<file path="config.mk">
export PLATFORM = sky130hd
export DESIGN_NAME = pwm_capture
export DESIGN_NICKNAME = d
export VERILOG_FILES = /design/src/rtl/pwm_capture.sv
export SDC_FILE = /design/constraint.sdc
export NUM_CORES = 1
export LEC_CHECK = 0
export ABC_AREA = 1
export BUFFER_PORTS_ARGS = -buffer_cell sky130_fd_sc_hd__buf_2
export CAP_MARGIN = 20
export CORE_MARGIN = 2
export CORE_UTILIZATION = 60
export DETAILED_ROUTE_END_ITERATION = 10
export GPL_TIMING_DRIVEN = 1
export PLACE_DENSITY = 0.83
export SYNTH_ARGS = -nofsm -noshare
export SYNTH_HDL_FRONTEND = slang
export SYNTH_SLANG_ARGS = --single-unit
</file>
<file path="constraint.sdc">
create_clock -name clk -period 2.2 [get_ports clk]
set_clock_uncertainty 0.15 [all_clocks]
set_input_delay 0.44 -clock clk [delete_from_list [all_inputs] [get_ports clk]]
set_output_delay 0.44 -clock clk [all_outputs]
set_load 0.1 [all_outputs]
</file>
<file path="src/rtl/pwm_capture.sv">
// PWM duty/period decoder with stuck-line timeout.
// Optional 3-sample majority input filter enabled by defining PWMCAP_FILTER_EN.
module pwm_capture #(
  parameter int unsigned PRESC   = 16,
  parameter int unsigned PER_NOM = 256,
  parameter int unsigned PER_TOL = 4,
  parameter int unsigned TIMEOUT = 512
) (
  input  logic       clk,
  input  logic       rst,
  input  logic       PWM,
  output logic [7:0] DutyDat,
  output logic       DutyVld,
  output logic       PerErr,
  output logic       Stuck
);

  localparam int unsigned PW = (PRESC > 1) ? $clog2(PRESC) : 1;

  typedef enum logic [1:0] {IDLE, HIGH, LOW} state_t;

  state_t        state, state_n;
  logic [PW-1:0] presc_cnt;
  logic          tick;
  logic          s1, s2, line, line_d;
  logic [2:0]    warm;
  logic          warm_done, rise, fall, edge_any;
  logic [9:0]    high_cnt, per_cnt, idle_cnt, high_nx, per_nx;
  logic          armed, timeout_hit, publish, start;
  logic [31:0]   per_w;
  logic          per_err_calc;

  function automatic logic [9:0] sat_inc(input logic [9:0] v);
    return (v == '1) ? v : v + 10'd1;
  endfunction

  always_ff @(posedge clk) begin
    if (!rst) begin
      presc_cnt <= '0;
    end else if (presc_cnt == PW'(PRESC - 1)) begin
      presc_cnt <= '0;
    end else begin
      presc_cnt <= presc_cnt + 1'b1;
    end
  end

  assign tick = (presc_cnt == PW'(PRESC - 1));

  always_ff @(posedge clk) begin
    if (!rst) begin
      s1 <= 1'b0;
      s2 <= 1'b0;
    end else begin
      s1 <= PWM;
      s2 <= s1;
    end
  end

`ifdef PWMCAP_FILTER_EN
  localparam logic [2:0] WARM = 3'd6;
  logic f0, f1, filt;

  always_ff @(posedge clk) begin
    if (!rst) begin
      f0   <= 1'b0;
      f1   <= 1'b0;
      filt <= 1'b0;
    end else begin
      f0   <= s2;
      f1   <= f0;
      filt <= (s2 & f0) | (s2 & f1) | (f0 & f1);
    end
  end

  assign line = filt;
`else
  localparam logic [2:0] WARM = 3'd3;
  assign line = s2;
`endif

  // Edges are ignored until the input pipeline holds real samples, so a line
  // already high at reset release is not mistaken for a rising edge.
  always_ff @(posedge clk) begin
    if (!rst) begin
      line_d <= 1'b0;
      warm   <= '0;
    end else begin
      line_d <= line;
      if (warm != WARM) warm <= warm + 3'd1;
    end
  end

  assign warm_done = (warm == WARM);
  assign rise      = warm_done & line & ~line_d;
  assign fall      = warm_done & ~line & line_d;
  assign edge_any  = rise | fall;

  // A tick on the transition clk is credited to the state being left.
  assign high_nx     = (tick && state == HIGH) ? sat_inc(high_cnt) : high_cnt;
  assign per_nx      = (tick && state != IDLE) ? sat_inc(per_cnt) : per_cnt;
  assign timeout_hit = armed & tick & ~edge_any & (idle_cnt == 10'(TIMEOUT - 1));

  always_comb begin
    per_w        = 32'(per_nx);
    per_err_calc = (per_w > PER_NOM + PER_TOL) || (per_w + PER_TOL < PER_NOM);
  end

  always_ff @(posedge clk) begin
    if (!rst) state <= IDLE;
    else      state <= state_n;
  end

  always_comb begin
    state_n = state;
    publish = 1'b0;
    start   = 1'b0;
    case (state)
      IDLE: if (rise) begin
        state_n = HIGH;
        start   = 1'b1;
      end
      HIGH: if (fall) state_n = LOW;
      LOW: if (rise) begin
        state_n = HIGH;
        start   = 1'b1;
        publish = 1'b1;
      end
      default: state_n = IDLE;
    endcase
    if (timeout_hit) state_n = IDLE;
  end

  always_ff @(posedge clk) begin
    if (!rst) begin
      high_cnt <= '0;
      per_cnt  <= '0;
      idle_cnt <= '0;
      armed    <= 1'b0;
    end else begin
      if (start) begin
        high_cnt <= '0;
        per_cnt  <= '0;
      end else begin
        high_cnt <= high_nx;
        per_cnt  <= per_nx;
      end
      if (edge_any)  idle_cnt <= '0;
      else if (tick) idle_cnt <= sat_inc(idle_cnt);
      // Disarming after a timeout keeps a static line from re-firing.
      if (edge_any)         armed <= 1'b1;
      else if (timeout_hit) armed <= 1'b0;
    end
  end

  always_ff @(posedge clk) begin
    if (!rst) begin
      DutyDat <= '0;
      DutyVld <= 1'b0;
      PerErr  <= 1'b0;
      Stuck   <= 1'b0;
    end else begin
      DutyVld <= 1'b0;
      if (publish) begin
        DutyDat <= (high_cnt > 10'd255) ? 8'hFF : high_cnt[7:0];
        PerErr  <= per_err_calc;
        Stuck   <= 1'b0;
        DutyVld <= 1'b1;
      end else if (timeout_hit) begin
        DutyDat <= line ? '1 : '0;
        PerErr  <= 1'b0;
        Stuck   <= 1'b1;
        DutyVld <= 1'b1;
      end
    end
  end

endmodule

</file>
==> summary.log <==
qor: floorplanning.start_util 63.4%
qor: routing.drt_pass1_iterations 4
qor: worst_setup_path.worst_ep_arrival_time 2.19 ns
qor: routing.drt_first_iter_violations 156
qor: clock_tree.cts_buffers 5
qor: floorplanning.die_width 69.5 um
qor: floorplanning.overall_die_area 4830 um2
qor: logic_synthesis.synth.net_count 365
qor: place.dpl.hpwl 3460 um
qor: timing.highest_attainable_clock_frequency 0.476 GHz
qor: grt.grt.total_usage 20.2%
qor: floorplanning.chipHeight 69.5 um
qor: flow_run.max-cap-violations 0
qor: grt.number_of_global_route_vias_before_repair 1994
qor: power.internal_power 1.39 mW
qor: worst_setup_path.setup.worst_path.class reg2reg
qor: floorplanning.boundaryPins 14
qor: clock_tree.tritoncts_num_sinks 54
qor: timing.maxSlewHeadroom 67.1%
qor: timing.report.final.slew_viol_count 0
qor: finish.final_net_count 393
qor: logic_synthesis.yosysUniqueCellTypes 33
qor: clock_tree.clk_path_buf_depth 2
qor: clock_tree.cts_hold_repair.buffers 0
qor: routing.routedWlPerCell 12.4 um
qor: grt.first_pass_grt_wire_length 8170 um
qor: worst_setup_path.r2r-start warm[0]
qor: routing.average_vias_per_placed_instance 5.37
qor: hold_path.min_path_type in2reg
qor: clock_tree.clk_pin_slew_worst_paths 0.10 ns
qor: place.io_buffers 13
qor: power.power_leakage 1.26 nW
qor: logic_synthesis.syn-instance-count 356
qor: clock_tree.cts_root_buf clkbuf_8
qor: routing.routed_wirelength 5380 um
qor: finish.final_cell_area 2970 um2
qor: worst_setup_path.worstPathRequired 2.29 ns
qor: worst_setup_path.worstPathCellList ha_2 -> ha_4 -> inv_2 -> nor2_2 -> nand2_1 -> nand2_1 -> inv_1 -> nand3_2 -> nor3_4 -> nor2_4 -> clkinv_4 -> buf_8 -> o21ai_2 -> a31oi_1
qor: power.clkPwrFrac 37.1%
qor: worst_setup_path.crit_path_max_incr_delay 0.34 ns
qor: finish.final_layout_size_suffix_gt1_share 19.2%
qor: finish.syn_to_final_growth 15.5%
qor: place.dpl-instance-area 2700 um2
qor: hold_path.min-delay-start PWM
qor: worst_setup_path.timing.critical_path.from warm[0]
qor: finish.seqCellArea 1080 um2
qor: routing.dr_total_vias 2334
qor: routing.route.antenna.remaining_nets 0
qor: grt.grt_max_degree 18
qor: worst_setup_path.cp_num_buf_inv 4
qor: routing.drc_errors 0
qor: timing.timing_hold_violations_final 0
qor: timing.worst_pin_slew 0.497 ns
qor: logic_synthesis.synth_seq_area_share 42.0%
qor: logic_synthesis.netlist_area 2570 um2
qor: clock_tree.clock_insertion_delay_worst_skew 0.31 ns
qor: power.combPwrFrac 6.1%
qor: logic_synthesis.synth-seq-cells 54
qor: power.power.sequential.fraction 56.7%
qor: worst_setup_path.timing.critical_path.max_delay_family simple AND/OR/NAND/NOR gates
qor: worst_setup_path.most_frequent_cp_cell nand2_1
qor: floorplanning.core_box_area 4060 um2
qor: grt.globalRouteOverflowTotal 0
qor: power.power.switching 0.412 mW
qor: timing.finalCriticalPeriod 2.10 ns
qor: finish.multi_input_comb_area 1350 um2
qor: place.place_congestion 0.829
qor: timing.final.hold.worst_slack 0.164 ns
qor: worst_setup_path.crit_path_end_kind flop
qor: status.outcome complete, no violations
qor: logic_synthesis.syn_area_per_cell 7.23 um2
qor: power.ir_worst_vdd 0.675 mV
qor: clock_tree.ctsHtreeMaxLevel 2
qor: timing.fin_crit_sh 95.5%
qor: finish.insertedDiodeCount 0
qor: power.p_sw_share 22.9%
qor: worst_setup_path.path_max_fanout 8
qor: worst_setup_path.critical_path.startpoint_type flop
qor: grt.grt_antenna_before_repair 0
qor: timing.report.final.setup_viol 0
qor: logic_synthesis.synth-warning-count 0
qor: power.power.density 606 nW/um2
qor: clock_tree.tritoncts done
qor: floorplanning.num_rows 23
qor: finish.layout.filler_cells 301
qor: worst_setup_path.critical_path.slowest_cell dfxtp_1
-- through the flow --
| stage | instances | total power, mW | setup WS, ns | util [%] | setup TNS, ns |
|---|---|---|---|---|---|
| CTS | 427 | 1.79 | 0.0559 | 69.3 | 0 |
| global route | 435 | 1.87 | -0.0426 | 73.2 | -0.123 |
| finish | 435 | 1.80 | 0.0990 | 73.2 | 0 |
| detailed placement | 419 | 1.13 | 0.0203 | 66.5 | 0 |
| floorplan | 356 | 1.11 | 0.217 | - | 0 |
| global placement | 419 | 1.13 | 0.133 | 66.5 | 0 |
-- cell usage after synthesis (all sizes together) --
cell / instances / share of area [%]
a211oi: 1 / 0.29
a21oi: 23 / 4.5
a31oi: 9 / 2.2
buf: 4 / 1.5
clkbuf: 1 / 0.15
dfxtp: 54 / 42
ha: 6 / 2.9
inv: 51 / 7.4
nand2: 75 / 12
nand3: 27 / 5.6
nand3b: 1 / 0.29
nand4: 2 / 0.49
nor2: 50 / 8.7
nor3: 9 / 2.1
o21ai: 32 / 6.5
o21bai: 2 / 0.58
or2: 4 / 1.1
xnor2: 1 / 0.34
xor2: 4 / 1.7
-- power groups by stage --
stage	Clock [mW]	Combinational (mW)	Sequential [mW]
after floorplan	0	0.0719	1.04
after global placement	0	0.0875	1.04
after detailed placement	0	0.0938	1.04
after CTS	0.675	0.0944	1.02
after global routing	0.713	0.129	1.02
final	0.668	0.110	1.02
-- worst register-to-register path, stage by stage (launching register included) --
cell	delay (ns)
dfxtp_1	0.34
ha_2	0.20
ha_4	0.17
inv_2	0.08
nor2_2	0.04
nand2_1	0.07
nand2_1	0.06
inv_1	0.09
nand3_2	0.09
nor3_4	0.26
nor2_4	0.10
clkinv_4	0.09
buf_8	0.12
o21ai_2	0.05
a31oi_1	0.14
-- layout by cell type, fill, tap and decap left out, types with 2 or more instances in the layout --
cell type,Yosys,final
nor2_1,43,38
clkbuf_8,0,5
o21bai_1,2,2
or2_2,2,2
nor2_4,1,3
o21ai_0,28,22
clkinvlp_4,0,2
inv_1,47,46
a21oi_1,23,23
o21ai_1,2,7
nand2_2,4,6
ha_4,0,2
ha_1,6,3
o21ai_2,2,3
nand2_1,70,68
xor2_1,3,3
a31oi_1,9,9
nand3_2,2,2
buf_2,0,13
nand4_1,2,2
buf_4,0,11
dfxtp_1,54,53
nor3_1,7,7
nor2_2,5,8
inv_2,4,3
nand3_1,25,24
-- routing by layer --
| metal | part of all wire, % | vias to the layer above | GRT usage [%] |
|---|---|---|---|
| li1 | - | 1200 | - |
| met1 | 45 | 1076 | 26.0 |
| met2 | 50 | 45 | 34.8 |
| met3 | 3.3 | 13 | 2.62 |
| met4 | 2.0 | 0 | 7.19 |
| met5 | 0 | - | 0 |
-- cell type report --
cell class | count | area share [%]
Tap cell | 50 | 2.11
Clock buffer | 5 | 2.32
Sequential cell | 54 | 36.4
Inverter | 51 | 6.70
Timing Repair inverter | 1 | 0.168
Timing Repair Buffer | 25 | 5.48
Clock inverter | 3 | 1.52
Multi-Input combinational cell | 246 | 45.3
-- flip-flops by register name, summed over array words and instances, names as in the netlist, 2 cells and up --
name / cells
high_cnt: 10
idle_cnt: 10
per_cnt: 10
DutyDat: 8
presc_cnt: 4
warm: 3
state: 2
-- what timing repair did --
item                                    in CTS  in global routing
setup buffers                                0                  7
endpoints found under the setup margin       2                 11
cloned                                       0                  1
hold endpoints to repair                     0                  0
pin swaps                                    0                  4
gates resized for setup                      1                 33
-- kinds of logic (layout without fill, tap and decap cells) --
kind of cell / count (synthesis) / count (layout) / synth area share [%]
and+or+nand+nor: 168 / 168 / 30.0
AOI/OAI and AO/OA: 67 / 67 / 14.1
buffers and inverters: 56 / 85 / 9.05
DFF: 54 / 54 / 42.0
xor gates and xnor gates: 5 / 5 / 1.99
adders and majority gates: 6 / 6 / 2.92
-- final timing paths --
check	slack [ns]	cells past startpoint	to
min	0.16	3	s1
max	0.1	14	DutyDat[6]
min reg2reg	0.27	2	line
max reg2reg	0.1	14	DutyDat[6]
(Power assumes the default switching activity.)
